--- config.mk ---
export PLATFORM = sky130hd
export DESIGN_NAME = mega_ram_arbiter
export DESIGN_NICKNAME = d
export VERILOG_FILES = /design/src/rtl/mega_ram_arb_pkg.sv /design/src/rtl/mega_ram_arb_sel.sv /design/src/rtl/mega_ram_arbiter.sv
export SDC_FILE = /design/constraint.sdc
export NUM_CORES = 1
export LEC_CHECK = 0
export ABC_CLOCK_PERIOD_IN_PS = 5600
export CAP_MARGIN = 20
export CORE_MARGIN = 1.5
export CORE_UTILIZATION = 29
export DETAILED_ROUTE_END_ITERATION = 6
export PLACE_DENSITY_LB_ADDON = 0.25
export SLEW_MARGIN = 20
export SYNTH_ARGS = -nofsm -noshare
export SYNTH_HDL_FRONTEND = slang
export SYNTH_SLANG_ARGS = --single-unit
--- constraint.sdc ---
create_clock -name clk -period 5.6 [get_ports clk]
set_input_delay 1.68 -clock clk [delete_from_list [all_inputs] [get_ports clk]]
set_output_delay 1.68 -clock clk [all_outputs]
set_load 0.005 [all_outputs]
--- src/rtl/mega_ram_arb_pkg.sv ---
`default_nettype none
// mega_ram_arb_pkg: shared mode and port-select encodings for the mega_ram arbiter.
// Revision: 1.0
package mega_ram_arb_pkg;

    typedef enum logic {
        ARB_FIXED = 1'b0,
        ARB_RR    = 1'b1
    } arb_mode_e;

    localparam logic PORT_A = 1'b0;
    localparam logic PORT_B = 1'b1;

endpackage
`default_nettype wire

--- src/rtl/mega_ram_arb_sel.sv ---
`default_nettype none
// mega_ram_arb_sel: pure priority selection between port A and port B.
// Revision: 1.0
module mega_ram_arb_sel
    import mega_ram_arb_pkg::*;
(
    input  logic      a_req,
    input  logic      b_req,
    input  arb_mode_e mode,
    input  logic      rr_last,
    input  logic      starve_hit,
    output logic      win_valid,
    output logic      win_port
);

    always_comb begin
        win_valid = a_req | b_req;
        win_port  = PORT_A;
        if (a_req && b_req) begin
            if (mode == ARB_RR) begin
                win_port = ~rr_last;
            end else if (starve_hit) begin
                win_port = PORT_B;
            end
        end else if (b_req) begin
            win_port = PORT_B;
        end
    end

endmodule
`default_nettype wire

--- src/rtl/mega_ram_arbiter.sv ---
`default_nettype none
// mega_ram_arbiter: two-port arbiter in front of one mega_ram with a 1-cycle registered read.
// Revision: 1.0
module mega_ram_arbiter
    import mega_ram_arb_pkg::*;
#(
    parameter int    ADDR_BUS_WIDTH = 13,
    parameter int    DATA_BUS_WIDTH = 8,
    parameter string ARB_MODE       = "FIXED",
    parameter int    STARVE_LIMIT   = 8,
    parameter int    CNT_WIDTH      = 4
) (
    input  logic                      clk,
    input  logic                      rst_n,
    input  logic                      a_req,
    input  logic                      a_we,
    input  logic [ADDR_BUS_WIDTH-1:0] a_addr,
    input  logic [DATA_BUS_WIDTH-1:0] a_wdata,
    output logic                      a_gnt,
    output logic                      a_rvalid,
    output logic [DATA_BUS_WIDTH-1:0] a_rdata,
    input  logic                      b_req,
    input  logic                      b_we,
    input  logic [ADDR_BUS_WIDTH-1:0] b_addr,
    input  logic [DATA_BUS_WIDTH-1:0] b_wdata,
    output logic                      b_gnt,
    output logic                      b_rvalid,
    output logic [DATA_BUS_WIDTH-1:0] b_rdata,
    output logic                      ram_cs,
    output logic                      ram_we,
    output logic                      ram_re,
    output logic [ADDR_BUS_WIDTH-1:0] ram_a,
    output logic [DATA_BUS_WIDTH-1:0] ram_d_in,
    input  logic [DATA_BUS_WIDTH-1:0] ram_d_out
);

    localparam arb_mode_e             MODE       = (ARB_MODE == "RR") ? ARB_RR : ARB_FIXED;
    localparam logic [CNT_WIDTH-1:0]  STARVE_MAX = CNT_WIDTH'(STARVE_LIMIT);

    logic                 rd_pend;
    logic                 rd_owner;
    logic [CNT_WIDTH-1:0] wait_cnt;
    logic                 rr_last;

    logic win_valid;
    logic win_port;
    logic win_we;
    logic win_rd;
    logic b_win;
    logic starve_hit;

    assign starve_hit = (MODE == ARB_FIXED) && (STARVE_LIMIT != 0) && (wait_cnt == STARVE_MAX);

    mega_ram_arb_sel u_sel (
        .a_req      (a_req),
        .b_req      (b_req),
        .mode       (MODE),
        .rr_last    (rr_last),
        .starve_hit (starve_hit),
        .win_valid  (win_valid),
        .win_port   (win_port)
    );

    assign win_we = (win_port == PORT_B) ? b_we : a_we;
    assign win_rd = win_valid & ~win_we;
    assign b_win  = win_valid & (win_port == PORT_B);

    // Grants and RAM strobes are gated by reset so outputs fall to 0 as soon as rst_n drops
    assign a_gnt    = rst_n & win_valid & (win_port == PORT_A);
    assign b_gnt    = rst_n & b_win;
    assign ram_a    = b_win ? b_addr : a_addr;
    assign ram_d_in = b_win ? b_wdata : a_wdata;
    assign ram_we   = rst_n & win_valid & win_we;
    // The RAM gates d_out with cs&re, so both stay high through the return cycle
    assign ram_cs   = (rst_n & win_valid) | rd_pend;
    assign ram_re   = (rst_n & win_rd) | rd_pend;

    assign a_rvalid = rd_pend & (rd_owner == PORT_A);
    assign b_rvalid = rd_pend & (rd_owner == PORT_B);
    assign a_rdata  = a_rvalid ? ram_d_out : '0;
    assign b_rdata  = b_rvalid ? ram_d_out : '0;

    always_ff @(posedge clk or negedge rst_n) begin
        if (!rst_n) begin
            rd_pend  <= 1'b0;
            rd_owner <= PORT_A;
            wait_cnt <= '0;
            rr_last  <= PORT_B;
        end else begin
            rd_pend <= win_rd;
            if (win_rd) begin
                rd_owner <= win_port;
            end
            if ((MODE == ARB_FIXED) && b_req && !b_win) begin
                if (wait_cnt != STARVE_MAX) begin
                    wait_cnt <= wait_cnt + CNT_WIDTH'(1);
                end
            end else begin
                wait_cnt <= '0;
            end
            if (win_valid && a_req && b_req) begin
                rr_last <= win_port;
            end
        end
    end

endmodule
`default_nettype wire

==> run metrics <==
share of flip-flops with an asynchronous set or reset=100%; Worst-Skew Late Latency=240 ps; Inserted Clock Buffers=3; CP arrival=3640 ps; Yosys warnings=0; class of the worst hold path=flop to flop; Worst setup SP type=primary input; Tcrit/Tclk final=94.9%; largest stage delay on the critical path=710 ps; die area=about 3200 sq um; max_slew headroom=about two thirds; number of global-route vias before repair=999; area of the core=2760 sq um; Leak=0.822 nW; Period minus WS final=5320 ps; dominant cell type by area after synthesis=mux2_4; Fin. Hold Viols=0; Synth Area per Inst=10.1 sq um; crit-path leading delay family=buffers and inverters; EDFF count, synth=0; Global Route Usage Sum=19.8%; setup violators final=0; most used flip-flop cell after synthesis=dfrtp_1; CP max FO=10; Hold-fix buffers, CTS=0; Slew Limit Fails=0; WL final=3220 um; cts repair resizes=0; Fillers=~220; Netlist cell types=29; Critical Path RT=3920 ps; area occupied by multi-input gates=628 sq um; Post-synth top cells=18 x mux2_4, 10 x and2_1, 8 x and3_1; remaining routing DRC violations=0; post-DR vias/cell=4.66; P&R area growth vs syn=125%; clock transition at the registers of the reported paths=40 ps; final global-route overflow total=0; Detail Placement HPWL=2780 um; DIE WIDTH=56.8 um; max cap viols=0; Synthesized Nets=141; Synth Instances=83; FMAX=0.188 GHz; final total power=about 0.00022 W; Setup Buffers After CTS=0; worst setup path class=primary input to output pin; worst path cell trace=clkdlybuf4s50_1 > nand4b_4 > nand2_4 > buf_4 > mux2_4 > clkdlybuf4s50_1; cell mode on critical path=clkdlybuf4s50_1; I/O pin cnt=100; CTS tree=yes; wire length per cell=15.1 um; status=completed; largest net degree at the start of global routing=14; count leader, synth=mux2_4; CTS H-tree lvls=1; Worst Path Buf+Inv=3; Yosys top cell area share=approximately a third; routability congestion estimate=0.700; Initial Utilization=between 30% and 40%; Nets=242; Post-DRT Antenna Nets=0; initial antenna violation count=0; CP max stage cell=clkdlybuf4s50_1; Fin Hold WS=504 ps; worst slew pin tran=472 ps; register area=150 sq um; Port Buf Inserts=99; via count=993; Util after Layout=68.3%; PwrDens=119 nW/um^2; skew final=~0.53 ps; Antenna Cells=0; Root Driver=clkbuf_4; CTS sink count=6; RSZ-0062 raised after global routing=no; Seq/Total Area, Yosys=~18%; register bit count reported by yosys=6; setup TNS=0 ps; DR iter-0 viols=16; layout cells sized above 1=17.0%; Peak VDD IR=roughly 0.00011 V; Area contributors post-synth=mux2_4 32%, dfrtp_1 18%, and2_1 7.5%; CTS max path bufs=2; first-pass GRT wire length=about 5000 um; Placement Rows=19; DRT Pass-1 Iters=4; Crit. End Element=output pin; chip height=between 50 and 60 um; synthesized area=838 sq um
[per-layer routing]
| layer | GRT usage [%] | routed length [um] |
|---|---|---|
| met1 | 24.1 | 1280 |
| met2 | 37.5 | 1800 |
| met3 | 2.07 | 141 |
| met4 | 2.99 | 0 |
| met5 | 0 | 0 |
[flip-flops by register name (all words and copies together) (netlist names)]
| register | cells |
|---|---|
| rd_pend | 1 |
| wait_cnt | 4 |
| rd_owner | 1 |
[final cells by class]
type                    instances  share of cell area (%)
flip-flops and latches          6                    7.97
clock buffers                   3                    1.20
repair buffers                102                    54.4
multi-input cells              66                    33.3
inverters                       5                   0.996
well taps                      31                    2.06
[power by group]
group	internal (W)	total [W]	switching [W]
Clock	0.0000242	0.0000389	0.0000147
Combinational	0.0000984	0.000136	0.0000375
Sequential	0.0000458	0.0000502	0.00000445
Total	0.000168	0.000225	0.0000566
[stage by stage]
stage / area, sq um / setup slack (ps) / cells
3_5_place_dp: 1860 / 295 / 210
6_report: 1880 / 285 / 213
4_1_cts: 1880 / 280 / 213
5_1_grt: 1880 / 210 / 213
2_1_floorplan: 838 / 1410 / 83
3_3_place_gp: 1860 / 334 / 210
[path summary, 6_finish.rpt]
check | from | to | slack (ps) | depth (start not counted)
setup / recovery | b_req | ram_d_in[5] | 280 | 6
hold / removal | wait_cnt[0]$_DFFE_PN0P_ | wait_cnt[0]$_DFFE_PN0P_ | 500 | 1
setup reg to reg | wait_cnt[0]$_DFFE_PN0P_ | rd_pend$_DFF_PN0_ | 4100 | 5
hold reg to reg | wait_cnt[0]$_DFFE_PN0P_ | wait_cnt[0]$_DFFE_PN0P_ | 500 | 1
max in group asynchronous | rst_n | rd_owner$_DFFE_PN0P_ | 3660 | 2
min in group asynchronous | rst_n | wait_cnt[3]$_DFFE_PN0P_ | 1830 | 2
[kinds of logic after synthesis]
logic type / synth area share (%)
AO/OA/AOI/OAI: 7.46
XOR/XNOR: 2.09
adder cells (fa/ha/maj): 2.98
buffers and inverters: 7.16
flip-flops: 17.9
multiplexers: 36.3
AND/OR/NAND/NOR: 26.1
[cell usage in the layout, fill, tap and decap left out]
cell type	netlist	routed
nand3b_1	1	1
a21oi_1	1	1
xnor2_1	1	1
and2_1	10	10
o21ai_0	2	2
clkdlybuf4s50_1	0	99
nand3_1	2	2
nand2b_1	1	1
nand4b_4	1	1
a31o_2	1	1
a211oi_1	1	1
dfrtp_1	6	6
nand2_4	1	1
nor2b_1	1	1
nand2b_4	1	1
o22ai_1	1	1
clkbuf_4	0	3
o211ai_1	1	1
xor2_1	1	1
o211a_1	1	1
ha_1	2	2
buf_4	1	2
inv_1	5	5
and3_1	8	8
nor2_1	5	5
and3b_1	1	1
mux2_2	3	3
o21a_1	1	1
mux2_4	18	18
buf_12	0	1
No activity file was read; power rests on OpenSTA's default activity.
